## src/rtl/mips_lsu.sv

```systemverilog
// Load/store unit in front of the IMIPS data memory: byte-addressed LB..SW requests
// become word-indexed accesses with lane extraction and read-modify-write for SB/SH.
// Optional: define LSU_MISALIGN_TRAP_EN to fault misaligned half/word accesses.
module mips_lsu #(
  parameter int unsigned MEM_WORDS = 512
) (
  input  logic        clk,
  input  logic        rst,
  input  logic        req_valid,
  output logic        req_ready,
  input  logic        req_store,
  input  logic [1:0]  req_size,
  input  logic        req_signed,
  input  logic [31:0] req_addr,
  input  logic [31:0] req_wdata,
  output logic        resp_valid,
  output logic        resp_err,
  output logic [31:0] resp_rdata,
  output logic [31:0] mem_addr,
  output logic [31:0] mem_wdata,
  output logic        mem_we,
  input  logic [31:0] mem_rdata
);

  typedef enum logic [1:0] {IDLE, ACCESS, WRITE, RESP} state_t;

  localparam logic [29:0] MEM_WORDS_W = 30'(MEM_WORDS);

  state_t      state_q, state_d;
  logic [31:0] addr_q, addr_d;
  logic [31:0] wdata_q, wdata_d;
  logic [31:0] old_q, old_d;
  logic [31:0] resp_rdata_q, resp_rdata_d;
  logic        resp_err_q, resp_err_d;
  logic        store_q, store_d;
  logic        signed_q, signed_d;
  logic [1:0]  size_q, size_d;

  logic        fault;
  logic [1:0]  off;
  logic [31:0] shifted;
  logic [31:0] load_ext;
  logic [31:0] merged;
  logic        we_c;
  logic        resp_valid_c;
  logic [31:0] mem_wdata_c;

  // Effective byte offset; misaligned low bits are dropped when not trapping.
  always_comb begin
    case (size_q)
      2'b00:   off = addr_q[1:0];
      2'b01:   off = {addr_q[1], 1'b0};
      default: off = 2'b00;
    endcase
`ifdef LSU_MISALIGN_TRAP_EN
    fault = (size_q == 2'b11) || (addr_q[31:2] >= MEM_WORDS_W) ||
            ((size_q == 2'b01) && addr_q[0]) ||
            ((size_q == 2'b10) && (addr_q[1:0] != 2'b00));
`else
    fault = (size_q == 2'b11) || (addr_q[31:2] >= MEM_WORDS_W);
`endif
  end

  always_comb begin
    shifted = mem_rdata >> {off, 3'b000};
    case (size_q)
      2'b00:   load_ext = signed_q ? {{24{shifted[7]}}, shifted[7:0]}
                                   : {24'h000000, shifted[7:0]};
      2'b01:   load_ext = signed_q ? {{16{shifted[15]}}, shifted[15:0]}
                                   : {16'h0000, shifted[15:0]};
      default: load_ext = shifted;
    endcase
    merged = old_q;
    if (size_q == 2'b00) merged[{off, 3'b000} +: 8]       = wdata_q[7:0];
    else                 merged[{off[1], 4'b0000} +: 16]  = wdata_q[15:0];
  end

  always_comb begin
    state_d      = state_q;
    addr_d       = addr_q;
    wdata_d      = wdata_q;
    old_d        = old_q;
    resp_rdata_d = resp_rdata_q;
    resp_err_d   = resp_err_q;
    store_d      = store_q;
    signed_d     = signed_q;
    size_d       = size_q;
    we_c         = 1'b0;
    resp_valid_c = 1'b0;
    mem_wdata_c  = '0;
    case (state_q)
      IDLE: begin
        if (req_valid) begin
          addr_d   = req_addr;
          wdata_d  = req_wdata;
          store_d  = req_store;
          signed_d = req_signed;
          size_d   = req_size;
          state_d  = ACCESS;
        end
      end
      ACCESS: begin
        if (fault) begin
          resp_err_d   = 1'b1;
          resp_rdata_d = '0;
          state_d      = RESP;
        end else if (store_q) begin
          if (size_q == 2'b10) begin
            we_c         = 1'b1;
            mem_wdata_c  = wdata_q;
            resp_err_d   = 1'b0;
            resp_rdata_d = '0;
            state_d      = RESP;
          end else begin
            old_d   = mem_rdata;
            state_d = WRITE;
          end
        end else begin
          resp_err_d   = 1'b0;
          resp_rdata_d = load_ext;
          state_d      = RESP;
        end
      end
      WRITE: begin
        we_c         = 1'b1;
        mem_wdata_c  = merged;
        resp_err_d   = 1'b0;
        resp_rdata_d = '0;
        state_d      = RESP;
      end
      RESP: begin
        resp_valid_c = 1'b1;
        state_d      = IDLE;
      end
      default: state_d = IDLE;
    endcase
  end

  always_ff @(posedge clk) begin
    if (rst) begin
      state_q      <= IDLE;
      addr_q       <= '0;
      wdata_q      <= '0;
      old_q        <= '0;
      resp_rdata_q <= '0;
      resp_err_q   <= 1'b0;
      store_q      <= 1'b0;
      signed_q     <= 1'b0;
      size_q       <= '0;
    end else begin
      state_q      <= state_d;
      addr_q       <= addr_d;
      wdata_q      <= wdata_d;
      old_q        <= old_d;
      resp_rdata_q <= resp_rdata_d;
      resp_err_q   <= resp_err_d;
      store_q      <= store_d;
      signed_q     <= signed_d;
      size_q       <= size_d;
    end
  end

  assign req_ready  = (state_q == IDLE);
  assign resp_valid = resp_valid_c & ~rst;
  assign resp_err   = resp_err_q;
  assign resp_rdata = resp_rdata_q;
  assign mem_addr   = {2'b00, addr_q[31:2]};
  assign mem_we     = we_c & ~rst;
  assign mem_wdata  = rst ? '0 : mem_wdata_c;

endmodule

```

## config.mk

```make
export PLATFORM = sky130hd
export DESIGN_NAME = mips_lsu
export DESIGN_NICKNAME = d
export VERILOG_FILES = /design/src/rtl/mips_lsu.sv
export SDC_FILE = /design/constraint.sdc
export NUM_CORES = 1
export LEC_CHECK = 0
export ABC_AREA = 1
export CAP_MARGIN = 40
export CORE_ASPECT_RATIO = 1.1
export CORE_UTILIZATION = 37
export DETAILED_ROUTE_END_ITERATION = 6
export PLACE_DENSITY = 0.63
export SLEW_MARGIN = 20
export SYNTH_ARGS = -nofsm -noshare
export SYNTH_HDL_FRONTEND = slang
export SYNTH_SLANG_ARGS = --single-unit
```

## constraint.sdc

```tcl
create_clock -name clk -period 3.8 [get_ports clk]
set_input_delay 0.76 -clock clk [delete_from_list [all_inputs] [get_ports clk]]
set_output_delay 0.76 -clock clk [all_outputs]
set_load 0.02 [all_outputs]
```

==> impl_results.rst, run 1 <==
.. list-table::
   :header-rows: 1

   * - Metric
     - Value
   * - Count of cells along the worst register-to-register path
     - 8
   * - H-tree depth reported by CTS
     - 4
   * - Power per cell area
     - 595 mW/mm²
   * - # diodes
     - 0
   * - Initial detailed-routing violation count
     - 855
   * - Die outline area
     - 0.0206 mm²
   * - Die height
     - 151 µm
   * - Buffer cell driving the clock tree root
     - sky130_fd_sc_hd__clkbuf_16
   * - Routability congestion estimate
     - 0.871
   * - DIE WIDTH
     - 137 µm
   * - Most common cell after layout, fill and taps aside
     - sky130_fd_sc_hd__nand2_1
   * - Placed cell areas
     - 0.00924 mm²
   * - Number of unique standard cell types used by synthesis
     - 37
   * - Gate count of the mapped netlist
     - 1087
   * - Run status
     - finished, final reports clean
   * - Setup Skew
     - roughly 7.6 ps
   * - Vias/cell
     - 5.22
   * - Worst Path Class, Setup
     - flip-flop to output port
   * - Fin crit period
     - 3670 ps
   * - Timing-limited maximum frequency
     - 273 MHz
   * - R2R Setup Slk
     - ~1400 ps
   * - Fin crit share
     - a little over nine tenths
   * - CP Max Fanout
     - 16
   * - Final setup violation count
     - 0
   * - Critical Path End Type
     - output port
   * - Total CTS buffers
     - 17
   * - Count of port buffers added during placement
     - 200
   * - WHS Path Cells
     - 2
   * - Share of synthesized flip-flops with an asynchronous set or reset
     - 0%
   * - Top-level port count
     - between 200 and 250
   * - Hold Crit Start
     - resp_rdata[9]
   * - Iteration count of the initial detailed-routing pass
     - 6
   * - Path class of the lowest-slack min-delay path
     - flip-flop to flip-flop
   * - Static leakage power
     - 3.89 nW
   * - Avg Inst Size Synth
     - 6.82 µm²
   * - DRC errors left
     - 0
   * - Highest ir drop seen on vdd
     - ~0.39 mV
   * - Register bit count reported by yosys
     - 135
   * - Routed WL
     - 25.0 mm
   * - Initial Util
     - 38.3%
   * - Antenna violations before repair
     - 0
   * - Min-Delay Endpoint
     - resp_rdata[9]
   * - Cell total after placement
     - 1443
   * - Half-perimeter wire length after detailed placement
     - 17.7 mm
   * - Endpoint of the worst register-to-register path
     - resp_rdata[31]
   * - Std-Cell Rows
     - 53
   * - Normalized max-slew margin
     - 54.0%
   * - Total track usage
     - 24.9%
   * - Avg WL per Cell
     - 16.9 µm
   * - Total negative slack
     - 0 ps
   * - Area leader, netlist
     - sky130_fd_sc_hd__dfxtp_1
   * - Maxcap violations
     - 0
   * - Worst EP required
     - 3040 ps
   * - Clock transition at the registers of the reported paths
     - 60 ps
   * - Core region area
     - 0.0194 mm²
   * - Share of the synthesized area in the top cell type
     - between 30 and 40%
   * - Antenna-violating nets left
     - 0
   * - NumNets Final
     - 1330
   * - Via count of the first global-routing pass
     - 7113
   * - RSZ-0062 raised after global routing
     - yes
   * - Fraction of final layout cells with drive strength greater than 1
     - 8.21%
   * - Arrival time of data at the critical path endpoint
     - 2910 ps
   * - Maximum number of pins on one net before global-route repair
     - 71
   * - Clock tree sinks
     - 135
   * - Launch point of the worst reg-to-reg path
     - size_q[1]
   * - Worst setup SP type
     - flip-flop
   * - Synth area leaders
     - sky130_fd_sc_hd__dfxtp_1 36%, sky130_fd_sc_hd__nand2_1 11%, sky130_fd_sc_hd__nor2_1 8.2%
   * - Fin cells
     - between 1000 and 1500
   * - Synthesis-to-layout area growth
     - 34.2%
   * - Source of the critical timing path
     - size_q[1]
   * - First-pass GRT wire length
     - 39.1 mm
   * - Cell area after synthesis
     - about 0.0074 mm²
   * - CTS tree
     - yes
   * - Maximum buffer depth of the clock tree
     - 2
   * - Sequential share of the synthesized area
     - a little over a third
   * - Primary flip-flop cell chosen by synthesis mapping
     - sky130_fd_sc_hd__dfxtp_1
   * - Pins Over Slew Limit
     - 0
   * - Vias after detailed routing
     - between 7000 and 8000
   * - Post-synth EDFFs
     - 0
   * - Remaining Overflow, GRT
     - 0
   * - Warnings from Yosys
     - 0
   * - Slew at the pin with the worst max-slew slack
     - between 600 and 700 ps
   * - Hold violation total from the final report
     - 0
   * - Area of all placed cells without fillers
     - between 0.009 and 0.01 mm²
   * - Hold WS
     - 464 ps
   * - Hold buffer count at CTS
     - 0
   * - Most frequent cells in the layout
     - 220 x sky130_fd_sc_hd__nand2_1, 175 x sky130_fd_sc_hd__clkdlybuf4s50_1, 162 x sky130_fd_sc_hd__nor2_1, 135 x sky130_fd_sc_hd__dfxtp_1, 121 x sky130_fd_sc_hd__a21oi_1
   * - Clock latency reported for the late side of the worst-skew pair
     - 430 ps
   * - Design Power
     - between 5 and 6 mW
cell usage after synthesis (7+ instances only):
cell type                  number
sky130_fd_sc_hd__nand2_1      221
sky130_fd_sc_hd__nor2_1       162
sky130_fd_sc_hd__dfxtp_1      135
sky130_fd_sc_hd__a21oi_1      121
sky130_fd_sc_hd__o21ai_0      112
sky130_fd_sc_hd__nand3_1       53
sky130_fd_sc_hd__inv_1         51
sky130_fd_sc_hd__clkbuf_1      46
sky130_fd_sc_hd__buf_4         38
sky130_fd_sc_hd__o221ai_1      24
sky130_fd_sc_hd__o211ai_1      17
sky130_fd_sc_hd__buf_2         13
sky130_fd_sc_hd__nand2_2       12
sky130_fd_sc_hd__a21oi_2       10
sky130_fd_sc_hd__ha_1           9
sky130_fd_sc_hd__o21ai_1        8
sky130_fd_sc_hd__buf_6          7
sky130_fd_sc_hd__o31ai_1        7
power by group:
part	internal, mW	leakage [nW]	switching, mW
Clock	1.12	0.297	0.664
Sequential	1.63	1.10	0.198
Combinational	0.815	2.49	1.50
worst max-delay path by stage:
stage	slack [ps]	end	cells past startpoint
floorplan	530	mem_wdata[16]	12
global placement	310	mem_wdata[15]	9
detailed placement	290	mem_wdata[15]	9
CTS	-20	mem_wdata[31]	9
global route	-70	mem_wdata[0]	9
finish	130	mem_wdata[5]	9
metrics by stage:
step	util (%)	worst slack [ps]
finish	51.4	135
global route	51.4	-66.1
CTS	51.0	-20.9
detailed placement	47.7	292
global placement	47.7	305
floorplan	-	527
per-layer routing:
layer	GRT usage (%)	routed length, µm	up-vias
li1	-	-	3841
met3	7.54	2530	34
met4	7.97	507	0
met5	0	0	-
met2	37.8	10900	362
met1	33.4	11000	3468
registers in the layout (all words and copies together), names as in the netlist:
signal / count
addr_q: 32
old_q: 32
resp_rdata: 32
wdata_q: 32
size_q: 2
state_q: 2
resp_err: 1
signed_q: 1
store_q: 1
cells by family (layout without fill, tap and decap cells):
family	Yosys count	count (layout)	synth area share (%)
compound gates	303	303	23.1
fa+ha+maj	9	9	1.52
buf+inv	168	310	11.6
flops	135	135	36.4
simple gates	471	471	27.4
other cells	1	2	0.0506
critical path: stages (launching register included):
cell and delay (ps):
sky130_fd_sc_hd__dfxtp_1 380, sky130_fd_sc_hd__nor2_4 140, sky130_fd_sc_hd__nand2_1 150, sky130_fd_sc_hd__ha_1 250, sky130_fd_sc_hd__inv_1 350, sky130_fd_sc_hd__a21oi_1 130
sky130_fd_sc_hd__o31ai_1 90, sky130_fd_sc_hd__nand3_1 130, sky130_fd_sc_hd__a21oi_1 200, sky130_fd_sc_hd__clkdlybuf4s50_1 660
layout make-up:
cell class	count	area (µm²)
clock buffers	22	494
well taps	247	309
fillers	1955	9410
multi-input cells	785	3880
inverters	58	224
flip-flops and latches	135	2700
clock inverters	9	138
repair buffers	221	2210
repair_timing:
| action | 4_1_cts | 5_1_grt |
|---|---|---|
| resized for setup | 9 | 20 |
| cloned | 0 | 0 |
| endpoints found under the setup margin | 17 | 23 |
| pin swaps | 0 | 2 |
| setup buffers | 0 | 3 |
Note: power is estimated with default switching activity, not from simulation.
==> inputs of run 2 (changes only) <==
--- a/config.mk
+++ b/config.mk
@@ -11,6 +11,7 @@
 export CORE_UTILIZATION = 37
 export DETAILED_ROUTE_END_ITERATION = 6
 export PLACE_DENSITY = 0.63
+export SKIP_CTS_REPAIR_TIMING = 1
 export SLEW_MARGIN = 20
 export SYNTH_ARGS = -nofsm -noshare
 export SYNTH_HDL_FRONTEND = slang
==> run 2 against run 1 <==
  * Fmax is 0.27% lower
  * Sequential power hardly changed
  * Register-to-register slack hardly changed
  * Hold slack hardly changed
  * Clock power hardly changed
  * Die area stayed put
  * Count of clock-buffer cells in the layout stayed put
  * Final area is 0.15% higher
  * Global-route usage hardly changed
  * First-iteration DRC count is 3.6% higher
  * Critical endpoint is now mem_wdata[1]
  * Largest cell class unchanged
  * Largest power group unchanged
==> impl_results.rst, run 2 (synthesis gave the netlist of run 1 again) <==
.. list-table::
   :header-rows: 1

   * - Metric
     - Value
   * - Critical Path Slowest Stage Cell
     - sky130_fd_sc_hd__clkdlybuf4s50_1 (unchanged)
   * - Static leakage power
     - 3.97 nW (was 3.89 nW)
   * - Count of cells along the worst register-to-register path
     - 8 (unchanged)
   * - WHS Path Cells
     - 2 (unchanged)
   * - Fin crit share
     - 96.7% (was 96.5%)
   * - Normalized max-slew margin
     - 54.2% (was 54.0%)
   * - Vias after detailed routing
     - 7690 (was 7705)
   * - Initial detailed-routing violation count
     - 886 (was 855)
   * - Run status
     - finished, final reports clean (unchanged)
   * - Most frequent cells in the layout
     - 220 x sky130_fd_sc_hd__nand2_1, 174 x sky130_fd_sc_hd__clkdlybuf4s50_1, 162 x sky130_fd_sc_hd__nor2_1, 135 x sky130_fd_sc_hd__dfxtp_1, 121 x sky130_fd_sc_hd__a21oi_1 (was 220 x sky130_fd_sc_hd__nand2_1, 175 x sky130_fd_sc_hd__clkdlybuf4s50_1, 162 x sky130_fd_sc_hd__nor2_1, 135 x sky130_fd_sc_hd__dfxtp_1, 121 x sky130_fd_sc_hd__a21oi_1)
   * - Initial Util
     - 38.3% (unchanged)
   * - Routed WL
     - 25.0 mm (about the same)
   * - Fraction of final layout cells with drive strength greater than 1
     - 8.21% (unchanged)
   * - Slew at the pin with the worst max-slew slack
     - 687 ps (was 690 ps)
   * - Worst setup SP type
     - flip-flop (unchanged)
   * - Arrival time of data at the critical path endpoint
     - 2920 ps (was 2910 ps)
   * - CTS tree
     - yes (unchanged)
   * - Total track usage
     - 24.9% (about the same)
   * - Power share of the clock group
     - 30.1% (about the same)
   * - Placed cell areas
     - 0.00924 mm² (unchanged)
   * - Critical-path cell list
     - nor2_4, nand2_1, ha_1, clkinvlp_4, nand2_1, o31ai_1, nand3_1, a21oi_1, clkdlybuf4s50_1 (was nor2_4, nand2_1, ha_1, inv_1, a21oi_1, o31ai_1, nand3_1, a21oi_1, clkdlybuf4s50_1)
   * - Avg WL per Cell
     - 16.9 µm (about the same)
   * - Die height
     - 151 µm (unchanged)
   * - Fin crit period
     - 3680 ps (was 3670 ps)
   * - Die outline area
     - 0.0206 mm² (unchanged)
   * - Worst stage delay on the critical path
     - 650 ps (was 660 ps)
   * - Path class of the lowest-slack min-delay path
     - flip-flop to flip-flop (unchanged)
   * - Antenna violations before repair
     - 0 (unchanged)
   * - Cell type group with the largest total delay on the critical path
     - buffers and inverters (unchanged)
   * - Hold violation total from the final report
     - 0 (unchanged)
   * - NumNets Final
     - 1330 (unchanged)
   * - Std-Cell Rows
     - 53 (unchanged)
   * - Highest ir drop seen on vdd
     - 0.400 mV (was 0.394 mV)
   * - Net Sw Power
     - 2.36 mW (about the same)
   * - Final setup violation count
     - 0 (unchanged)
   * - Most used cell, CP
     - sky130_fd_sc_hd__nand2_1 (was sky130_fd_sc_hd__a21oi_1)
   * - Critical path buffer and inverter count
     - 2 (unchanged)
   * - H-tree depth reported by CTS
     - 4 (unchanged)
   * - # diodes
     - 0 (unchanged)
   * - Critical Path End Type
     - output port (unchanged)
   * - Synthesis-to-layout area growth
     - 34.4% (was 34.2%)
   * - Vias/cell
     - 5.21 (was 5.22)
   * - Stages on the worst setup path
     - 9 (unchanged)
   * - Most common cell after layout, fill and taps aside
     - sky130_fd_sc_hd__nand2_1 (unchanged)
   * - Count of port buffers added during placement
     - 200 (unchanged)
   * - Routability congestion estimate
     - 0.871 (unchanged)
   * - Worst EP required
     - 3040 ps (about the same)
   * - Worst Path Class, Setup
     - flip-flop to output port (unchanged)
   * - DIE WIDTH
     - 137 µm (unchanged)
   * - DRC errors left
     - 0 (unchanged)
   * - Relative contribution of sequential cells to total power
     - 30.8% (about the same)
   * - Clock tree sinks
     - 135 (unchanged)
   * - Clock transition at the registers of the reported paths
     - 60 ps (about the same)
   * - Maximum number of pins on one net before global-route repair
     - 71 (unchanged)
   * - Pins Over Slew Limit
     - 0 (unchanged)
   * - Via count of the first global-routing pass
     - 7112 (was 7113)
   * - Maxcap violations
     - 0 (unchanged)
   * - CP Max Fanout
     - 9 (was 16)
   * - Remaining Overflow, GRT
     - 0 (unchanged)
   * - Proportion of total power due to net switching
     - 39.9% (about the same)
   * - Hold WS
     - 464 ps (about the same)
   * - Fill cells
     - 1949 (was 1955)
   * - RSZ-0062 raised after global routing
     - no (was yes)
   * - First-pass GRT wire length
     - 39.1 mm (about the same)
   * - Total CTS buffers
     - 17 (unchanged)
   * - Top-level port count
     - 203 (unchanged)
   * - Core region area
     - 0.0194 mm² (unchanged)
   * - Clock latency reported for the late side of the worst-skew pair
     - 420 ps (was 430 ps)
   * - Iteration count of the initial detailed-routing pass
     - 5 (was 6)
   * - Power per cell area
     - 594 mW/mm² (was 595 mW/mm²)
   * - Area of all placed cells without fillers
     - 0.00997 mm² (was 0.00996 mm²)
   * - Setup Skew
     - 7.38 ps (was 7.64 ps)
   * - Internal
     - 3.56 mW (about the same)
   * - Maximum buffer depth of the clock tree
     - 2 (unchanged)
   * - Gate power share
     - 39.1% (about the same)
   * - Timing-limited maximum frequency
     - 272 MHz (was 273 MHz)
   * - Antenna-violating nets left
     - 0 (unchanged)
   * - Buffer cell driving the clock tree root
     - sky130_fd_sc_hd__clkbuf_16 (unchanged)
   * - Half-perimeter wire length after detailed placement
     - 17.7 mm (unchanged)
-- run 2: per-layer routing --
metal	GRT usage, %	routed length (µm)
met5	0	0
met4	8.24	567
met3	7.58	2370
met2	37.7	11000
met1	33.4	11100
-- run 2: layout make-up --
type / instances / area [µm²] / share of cell area (%)
clock inverter: 9 / 138 / 1.38
clock buffer: 22 / 494 / 4.96
tap: 247 / 309 / 3.10
sequential: 135 / 2700 / 27.1
timing repair buffer: 221 / 2230 / 22.4
inverter: 58 / 230 / 2.31
multi-input combinational: 785 / 3870 / 38.8
-- run 2: metrics by stage --
step | setup TNS, ps | worst slack (ps) | total power, mW | util (%) | cells
global placement | 0 | 305 | 4.12 | 47.7 | 1443
detailed placement | 0 | 292 | 4.13 | 47.7 | 1443
finish | 0 | 125 | 5.93 | 51.5 | 1477
CTS | -2100 | -171 | 5.92 | 51.0 | 1474
global route | 0 | 5.22 | 6.29 | 51.5 | 1477
floorplan | 0 | 527 | 3.50 | - | 1088
-- run 2: power groups by stage --
stage	clock, mW	sequential [mW]	combinational, mW
CTS	1.80	1.82	2.29
global route	1.87	1.85	2.56
detailed placement	0	1.85	2.28
finish	1.78	1.82	2.32
floorplan	0	1.79	1.70
global placement	0	1.85	2.27
-- run 2: path summary, 6_finish.rpt --
check | from | to | slack, ps
worst min-delay path | resp_rdata[9] | resp_rdata[9] | 460
worst max-delay path | size_q[1] | mem_wdata[1] | 120
worst min register to register | resp_rdata[9] | resp_rdata[9] | 460
worst max register to register | size_q[1] | resp_rdata[31] | 1440
-- run 2: worst register-to-register path: stages (launching register included) --
cell	delay, ps
sky130_fd_sc_hd__dfxtp_1	460
sky130_fd_sc_hd__inv_2	150
sky130_fd_sc_hd__nand2_1	150
sky130_fd_sc_hd__buf_4	460
sky130_fd_sc_hd__nor2_1	150
sky130_fd_sc_hd__nand3_4	170
sky130_fd_sc_hd__nand3_2	310
sky130_fd_sc_hd__nand3_1	290
sky130_fd_sc_hd__a21oi_1	90
